===== config.mk =====
export PLATFORM = sky130hd
export DESIGN_NAME = regfile_selfcheck_flat
export DESIGN_NICKNAME = d
export VERILOG_FILES = /design/src/rtl/regfile_selfcheck_pkg.sv /design/src/rtl/regfile_selfcheck_if.sv /design/src/rtl/regfile_selfcheck_sat_counter.sv /design/src/rtl/regfile_selfcheck.sv /design/src/flat_wrapper.sv
export SDC_FILE = /design/constraint.sdc
export NUM_CORES = 1
export LEC_CHECK = 0
export BUFFER_PORTS_ARGS = -buffer_cell sky130_fd_sc_hd__buf_2
export CAP_MARGIN = 20
export CORE_UTILIZATION = 45
export CTS_BUF_LIST = sky130_fd_sc_hd__clkbuf_4 sky130_fd_sc_hd__clkbuf_8
export DETAILED_ROUTE_END_ITERATION = 10
export HOLD_SLACK_MARGIN = 0.08
export PLACE_DENSITY_LB_ADDON = 0.05
export SETUP_SLACK_MARGIN = 0.3
export SLEW_MARGIN = 20
export SYNTH_ARGS = -nofsm -noshare
export SYNTH_HDL_FRONTEND = slang
export SYNTH_SLANG_ARGS = --single-unit
export TNS_END_PERCENT = 5

===== constraint.sdc =====
create_clock -name clock -period 6.15 [get_ports clock]
set_input_delay 0 -clock clock [delete_from_list [all_inputs] [get_ports clock]]
set_output_delay 0 -clock clock [all_outputs]
set_load 0.01 [all_outputs]

===== src/rtl/regfile_selfcheck_pkg.sv =====
// Shared definitions for the regfile run-and-verify harness: FSM states and
// default geometry.
package regfile_selfcheck_pkg;

   typedef enum logic [2:0] {
      ST_IDLE  = 3'd0,
      ST_RST   = 3'd1,
      ST_RUN   = 3'd2,
      ST_SWEEP = 3'd3,
      ST_DONE  = 3'd4
   } state_t;

   localparam int unsigned DEF_DATA_W     = 32;
   localparam int unsigned DEF_NUM_REGS   = 32;
   localparam int unsigned DEF_REG_ADDR_W = 5;
   localparam int unsigned DEF_CYCLE_W    = 16;
   localparam int unsigned DEF_ERR_W      = 8;

   function automatic logic is_busy(input state_t s);
      return (s == ST_RST) || (s == ST_RUN) || (s == ST_SWEEP);
   endfunction

endpackage


===== src/rtl/regfile_selfcheck_if.sv =====
// Processor/regfile/ROM side-band bundle seen by the self-check harness.
// master = harness, slave = processor + regfile + expected-value ROM.
interface regfile_selfcheck_if #(
   parameter int unsigned DATA_W     = 32,
   parameter int unsigned REG_ADDR_W = 5
);
   logic [REG_ADDR_W-1:0] proc_rs1;
   logic [REG_ADDR_W-1:0] rf_rs1;
   logic [DATA_W-1:0]     rf_dataA;
   logic                  rwe;
   logic [REG_ADDR_W-1:0] rd;
   logic [REG_ADDR_W-1:0] exp_addr;
   logic [DATA_W-1:0]     exp_data;
   logic                  cpu_reset;
   logic                  cpu_stall;
   logic                  test_mode;

   modport master (
      input  proc_rs1, rf_dataA, rwe, rd, exp_data,
      output rf_rs1, exp_addr, cpu_reset, cpu_stall, test_mode
   );

   modport slave (
      output proc_rs1, rf_dataA, rwe, rd, exp_data,
      input  rf_rs1, exp_addr, cpu_reset, cpu_stall, test_mode
   );
endinterface


===== src/rtl/regfile_selfcheck_sat_counter.sv =====
// Saturating up-counter with synchronous clear; holds at all-ones.
module sat_counter #(
   parameter int unsigned W = 8
) (
   input  logic         clock,
   input  logic         reset,
   input  logic         inc,
   input  logic         clr,
   output logic [W-1:0] q
);

   always_ff @(posedge clock or posedge reset) begin
      if (reset) begin
         q <= '0;
      end else if (clr) begin
         q <= '0;
      end else if (inc && (q != '1)) begin
         q <= q + W'(1);
      end
   end

endmodule


===== src/rtl/regfile_selfcheck.sv =====
// Run-and-verify harness: resets the CPU, runs it for num_cycles clocks while
// counting register writes, then freezes it and sweeps the regfile against a ROM.
module regfile_selfcheck
   import regfile_selfcheck_pkg::*;
#(
   parameter int unsigned DATA_W     = DEF_DATA_W,
   parameter int unsigned NUM_REGS   = DEF_NUM_REGS,
   parameter int unsigned REG_ADDR_W = DEF_REG_ADDR_W,
   parameter int unsigned CYCLE_W    = DEF_CYCLE_W,
   parameter int unsigned ERR_W      = DEF_ERR_W
) (
   input  logic                  clock,
   input  logic                  reset,
   regfile_selfcheck_if.master   bus,
   input  logic                  start,
   input  logic [CYCLE_W-1:0]    num_cycles,
   output logic                  busy,
   output logic                  done,
   output logic                  pass,
   output logic [ERR_W-1:0]      err_count,
   output logic [CYCLE_W-1:0]    write_count,
   output logic [REG_ADDR_W-1:0] fail_reg,
   output logic [DATA_W-1:0]     fail_exp,
   output logic [DATA_W-1:0]     fail_act
);

   localparam int unsigned SW_W = REG_ADDR_W + 1;
   localparam logic [SW_W-1:0] SWEEP_LAST = SW_W'(NUM_REGS);

   state_t state;
   state_t state_nx;

   logic [CYCLE_W-1:0]    run_len;
   logic [CYCLE_W-1:0]    cyc_cnt;
   logic [SW_W-1:0]       sweep_cnt;
   logic [REG_ADDR_W-1:0] sweep_idx;
   logic [REG_ADDR_W-1:0] cmp_idx;
   logic [DATA_W-1:0]     act_q;

   logic start_ok;
   logic run_last;
   logic sweep_last;
   logic cmp_valid;
   logic mismatch;
   logic err_inc;
   logic wr_inc;
   logic cnt_clr;
   logic test_mode;

   assign start_ok   = start && ((state == ST_IDLE) || (state == ST_DONE));
   assign run_last   = (cyc_cnt == (run_len - CYCLE_W'(1)));
   assign sweep_last = (sweep_cnt == SWEEP_LAST);

   always_ff @(posedge clock or posedge reset) begin
      if (reset) begin
         state <= ST_IDLE;
      end else begin
         state <= state_nx;
      end
   end

   always_comb begin
      state_nx = state;
      case (state)
         ST_IDLE,
         ST_DONE:  if (start_ok) state_nx = ST_RST;
         ST_RST:   state_nx = (run_len == '0) ? ST_SWEEP : ST_RUN;
         ST_RUN:   if (run_last) state_nx = ST_SWEEP;
         ST_SWEEP: if (sweep_last) state_nx = ST_DONE;
         default:  state_nx = ST_IDLE;
      endcase
   end

   // Sweep step k presents index k; step k+1 compares the registered read
   // against the ROM word that arrives with one cycle of latency.
   always_ff @(posedge clock or posedge reset) begin
      if (reset) begin
         run_len   <= '0;
         cyc_cnt   <= '0;
         sweep_cnt <= '0;
         act_q     <= '0;
      end else begin
         if (start_ok) begin
            run_len <= num_cycles;
         end
         cyc_cnt   <= (state == ST_RUN)   ? cyc_cnt + CYCLE_W'(1) : '0;
         sweep_cnt <= (state == ST_SWEEP) ? sweep_cnt + SW_W'(1)  : '0;
         if (state == ST_SWEEP) begin
            act_q <= bus.rf_dataA;
         end
      end
   end

   assign sweep_idx = sweep_cnt[REG_ADDR_W-1:0];
   assign cmp_idx   = sweep_idx - REG_ADDR_W'(1);
   assign cmp_valid = (state == ST_SWEEP) && (sweep_cnt != '0);
   assign mismatch  = (act_q !== bus.exp_data);
   assign err_inc   = cmp_valid && mismatch;
   assign wr_inc    = (state == ST_RUN) && bus.rwe && (bus.rd != '0);
   assign cnt_clr   = (state == ST_RST);

   // The final compare lands in the same cycle as the move to DONE, so pass
   // folds in this cycle's result rather than waiting for err_count.
   always_ff @(posedge clock or posedge reset) begin
      if (reset) begin
         pass     <= 1'b0;
         fail_reg <= '0;
         fail_exp <= '0;
         fail_act <= '0;
      end else if (state == ST_RST) begin
         pass     <= 1'b0;
         fail_reg <= '0;
         fail_exp <= '0;
         fail_act <= '0;
      end else begin
         if (err_inc && (err_count == '0)) begin
            fail_reg <= cmp_idx;
            fail_exp <= bus.exp_data;
            fail_act <= act_q;
         end
         if ((state == ST_SWEEP) && sweep_last) begin
            pass <= (err_count == '0) && !err_inc;
         end
      end
   end

   sat_counter #(.W(ERR_W)) u_err_cnt (
      .clock (clock),
      .reset (reset),
      .inc   (err_inc),
      .clr   (cnt_clr),
      .q     (err_count)
   );

   sat_counter #(.W(CYCLE_W)) u_wr_cnt (
      .clock (clock),
      .reset (reset),
      .inc   (wr_inc),
      .clr   (cnt_clr),
      .q     (write_count)
   );

   assign test_mode     = (state == ST_SWEEP);
   assign bus.test_mode = test_mode;
   assign bus.cpu_reset = (state == ST_RST);
   assign bus.cpu_stall = (state == ST_SWEEP) || (state == ST_DONE);
   assign bus.rf_rs1    = test_mode ? sweep_idx : bus.proc_rs1;
   assign bus.exp_addr  = sweep_idx;
   assign busy          = is_busy(state);
   assign done          = (state == ST_DONE);

endmodule


===== src/flat_wrapper.sv =====
// flat-port wrapper written by rule: the top's interface ports become plain ports
module regfile_selfcheck_flat import regfile_selfcheck_pkg::*;
#(
   parameter int unsigned DATA_W     = DEF_DATA_W,
   parameter int unsigned NUM_REGS   = DEF_NUM_REGS,
   parameter int unsigned REG_ADDR_W = DEF_REG_ADDR_W,
   parameter int unsigned CYCLE_W    = DEF_CYCLE_W,
   parameter int unsigned ERR_W      = DEF_ERR_W
)
  (clock, reset, start, num_cycles, busy, done, pass, err_count, write_count, fail_reg, fail_exp, fail_act, bus_proc_rs1, bus_rf_dataA, bus_rwe, bus_rd, bus_exp_data, bus_rf_rs1, bus_exp_addr, bus_cpu_reset, bus_cpu_stall, bus_test_mode);
  regfile_selfcheck_if #(.DATA_W(DATA_W), .REG_ADDR_W(REG_ADDR_W)) bus_i ();
  input  logic clock;
  input  logic reset;
  input  logic start;
  input  logic [CYCLE_W-1:0] num_cycles;
  output logic busy;
  output logic done;
  output logic pass;
  output logic [ERR_W-1:0] err_count;
  output logic [CYCLE_W-1:0] write_count;
  output logic [REG_ADDR_W-1:0] fail_reg;
  output logic [DATA_W-1:0] fail_exp;
  output logic [DATA_W-1:0] fail_act;
  input wire logic [$bits(bus_i.proc_rs1)-1:0] bus_proc_rs1;
  input wire logic [$bits(bus_i.rf_dataA)-1:0] bus_rf_dataA;
  input wire logic [$bits(bus_i.rwe)-1:0] bus_rwe;
  input wire logic [$bits(bus_i.rd)-1:0] bus_rd;
  input wire logic [$bits(bus_i.exp_data)-1:0] bus_exp_data;
  output wire logic [$bits(bus_i.rf_rs1)-1:0] bus_rf_rs1;
  output wire logic [$bits(bus_i.exp_addr)-1:0] bus_exp_addr;
  output wire logic [$bits(bus_i.cpu_reset)-1:0] bus_cpu_reset;
  output wire logic [$bits(bus_i.cpu_stall)-1:0] bus_cpu_stall;
  output wire logic [$bits(bus_i.test_mode)-1:0] bus_test_mode;
  assign bus_i.proc_rs1 = bus_proc_rs1;
  assign bus_i.rf_dataA = bus_rf_dataA;
  assign bus_i.rwe = bus_rwe;
  assign bus_i.rd = bus_rd;
  assign bus_i.exp_data = bus_exp_data;
  assign bus_rf_rs1 = bus_i.rf_rs1;
  assign bus_exp_addr = bus_i.exp_addr;
  assign bus_cpu_reset = bus_i.cpu_reset;
  assign bus_cpu_stall = bus_i.cpu_stall;
  assign bus_test_mode = bus_i.test_mode;
  regfile_selfcheck #(.DATA_W(DATA_W), .NUM_REGS(NUM_REGS), .REG_ADDR_W(REG_ADDR_W), .CYCLE_W(CYCLE_W), .ERR_W(ERR_W)) u_core (.clock(clock), .reset(reset), .bus(bus_i), .start(start), .num_cycles(num_cycles), .busy(busy), .done(done), .pass(pass), .err_count(err_count), .write_count(write_count), .fail_reg(fail_reg), .fail_exp(fail_exp), .fail_act(fail_act));
endmodule

==> results.md <==
* Vias in the first global route at 6651
* Total power at 3.78 mW
* Placer congestion estimate at 0.814
* Ys async rst share at 100%
* Pins over their slew limit at 0
* Post_cts resized at 0
* Net Sw Power at 1.40 mW
* Fmax at 341 MHz
* CTS HTree Levels at 4
* IO Port Bufs at 202
* All-Layer GR Usage at 23.7%
* Worst slew pin tran at 0.986 ns
* Post-synthesis cell count at 866
* Root buffer cell: clkbuf_8
* Placed insts at 1256
* Area delta synth->final at 30.2%
* CTS tree: yes
* Critical Path Fanout Max at 50
* Combinational Power Share at 32.6%
* Cell leakage power at 4.99 nW
* CTS clock-pin slew for the worst setup and hold paths at 0.10 ns
* HPWL after DPL at 14200 um
* Number of flops mapped to enable cells by yosys at 0
* Layout net count at 1234
* Ys flop type: dfrtp_1
* Hold crit path type: primary input to flip-flop
* Final Cycle Share at 47.7%
* Die X at 135 um
* Core Region at 17200 um2
* Internal at 2.37 mW
* Relative slew slack at 34.0%
* Pwr/cell area at 365 nW/um2
* Post-Route WL at 21100 um
* FILL cells at 1535
* Final ANT Viol Nets at 0
* Drt first pass iters at 4
* Commonest non-fill, non-tap cell in the layout: nand2_1
* I/O pin count at 203
* Drt wl/cell at 15.4 um
* Syn_area_per_cell at 9.17 um2
* Starting density of the core at 46.1%
* Worst EP required at 6.50 ns
* FF/Latch Area at 4180 um2
* RSZ-0062 raised after global routing: false
* Sequential fraction of the synthesis area at 52.6%
* DRC viols at 0
* Area of the multi-input gates at 3520 um2
* Total gr overflow at 0
* Final setup viols at 0
* Share of cells above drive strength 1 at 23.5%
* Yosys reg bits at 167
* Synth unique cells at 53
* Vias at 6797
* Initial antenna violation count at 0
* Sw frac at 37.1%
* Setup Crit Path Kind: flip-flop to flip-flop
* Status: finished clean
* Sink Count at 167
* Flop pwr share at 46.2%
* TNS Setup at 0 ns
* Minimum clock period at 2.93 ns
* TritonCTS buffer count at 17
* VDD IR max at 185 uV
* Initial DRC count at 294
* Finished Layout Cells at 1372
* Fin Clk Skew at 0.0143 ns
* Crit path DAT at 3.28 ns
* Mapped cell area at 7940 um2
* Largest regs: u_core.act_q (32), u_core.fail_act (32), u_core.fail_exp (32)
* Clock share of power at 21.2%
* Post-CTS Setup Inserts at 0
* First-pass GRT wire length at 33400 um
* Largest net degree at the start of global routing at 104
* Via/cell ratio at 4.95
* Buffer depth of the longest clock path at 2
* Most frequent cells in the layout: nand2_1 (272), buf_2 (202), dfrtp_1 (167), dlygate4sd3_1 (82), o21ai_0 (75)
* Endpoint class of the critical path: flip-flop
* Chip height at 135 um
* MaxCap Viol Count at 0
* Die area at 18200 um2
* Crit start category: flip-flop
* Clk_lat worst skew at 0.46 ns
* FP Rows at 48
* Final hold vios at 0
* Syn nets at 967
* Syn. warnings at 0
-- synth_stat cells, types with 6 or more instances --
cell type / n / share of area, %
nand2_1: 273 / 13
clkbuf_1: 31 / 1.5
mux2i_1: 8 / 1.0
o21ai_0: 75 / 4.7
xor2_1: 26 / 2.9
mux2_2: 16 / 2.3
ha_1: 7 / 1.1
nand3_1: 19 / 1.2
xnor2_1: 58 / 6.4
nor3_1: 13 / 0.82
dfrtp_1: 167 / 53
nor2_1: 48 / 2.3
nand4_1: 16 / 1.3
and3_1: 6 / 0.47
inv_1: 18 / 0.85
a21oi_1: 10 / 0.63
-- cell families after synthesis --
kind of cell,after synthesis,synth area share [%]
compound gates,108,7.85
simple gates,416,22.7
fa+ha+maj,7,1.10
mux,24,3.28
xor+xnor,84,9.26
flops,167,52.6
buf+inv,60,3.15
-- worst max-delay path: stages, from the launching register on --
cell	delay, ns
dfrtp_1	0.42
nor2b_1	0.24
nand2_2	0.61
inv_1	0.23
nand2_1	0.14
a211oi_4	0.40
buf_4	0.48
nor2_1	0.08
a211oi_1	0.21
-- power by group through the flow --
stage,Sequential [mW],Clock (mW),Combinational (mW)
2_1_floorplan,1.82,0,0.639
3_3_place_gp,1.76,0,1.18
3_5_place_dp,1.77,0,1.20
4_1_cts,1.75,0.820,1.25
5_1_grt,1.80,0.862,1.38
6_report,1.74,0.800,1.23
-- repair_timing --
action	CTS	global route
hold buffers	82	0
endpoints found under the hold margin	183	0
setup endpoints to repair	0	0
-- metrics by stage --
step | util (%) | area (um2) | hold slack (ns) | setup slack (ns)
after global routing | 60.0 | 10300 | 0.190 | 2.91
final | 60.0 | 10300 | 0.177 | 3.22
after floorplan | - | 7940 | 0.105 | 1.63
after detailed placement | 52.8 | 9100 | 0.193 | 2.62
after CTS | 59.9 | 10300 | 0.157 | 2.59
after global placement | 52.8 | 9100 | 0.193 | 2.73
-- final timing paths --
path                                      start              endpoint  slack, ns  cells past startpoint
min in group asynchronous                 reset   u_core.fail_exp[22]       0.30                      3
worst min register to register      u_core.pass           u_core.pass       0.50                      2
max in group asynchronous                 reset     u_core.run_len[6]       4.45                      4
worst max register to register  u_core.state[2]    u_core.fail_reg[3]       3.22                      8
worst min-delay path                    bus_rwe  u_core.u_wr_cnt.q[9]       0.18                      6
worst max-delay path            u_core.state[2]    u_core.fail_reg[3]       3.22                      8
-- layout make-up --
type	count	area share, %
clock inverter	13	1.42
clock buffer	19	2.47
antenna	1	0.0242
inverter	18	0.702
tap	225	2.72
sequential	167	40.4
timing repair buffer	290	18.2
multi-input combinational	639	34.1
-- per-layer routing --
metal,part of all wire [%],GRT usage [%]
met5,0,0
met4,2.3,9.55
met1,45,30.5
met3,5.0,4.50
met2,48,39.3
No activity file was read; power rests on OpenSTA's default activity.
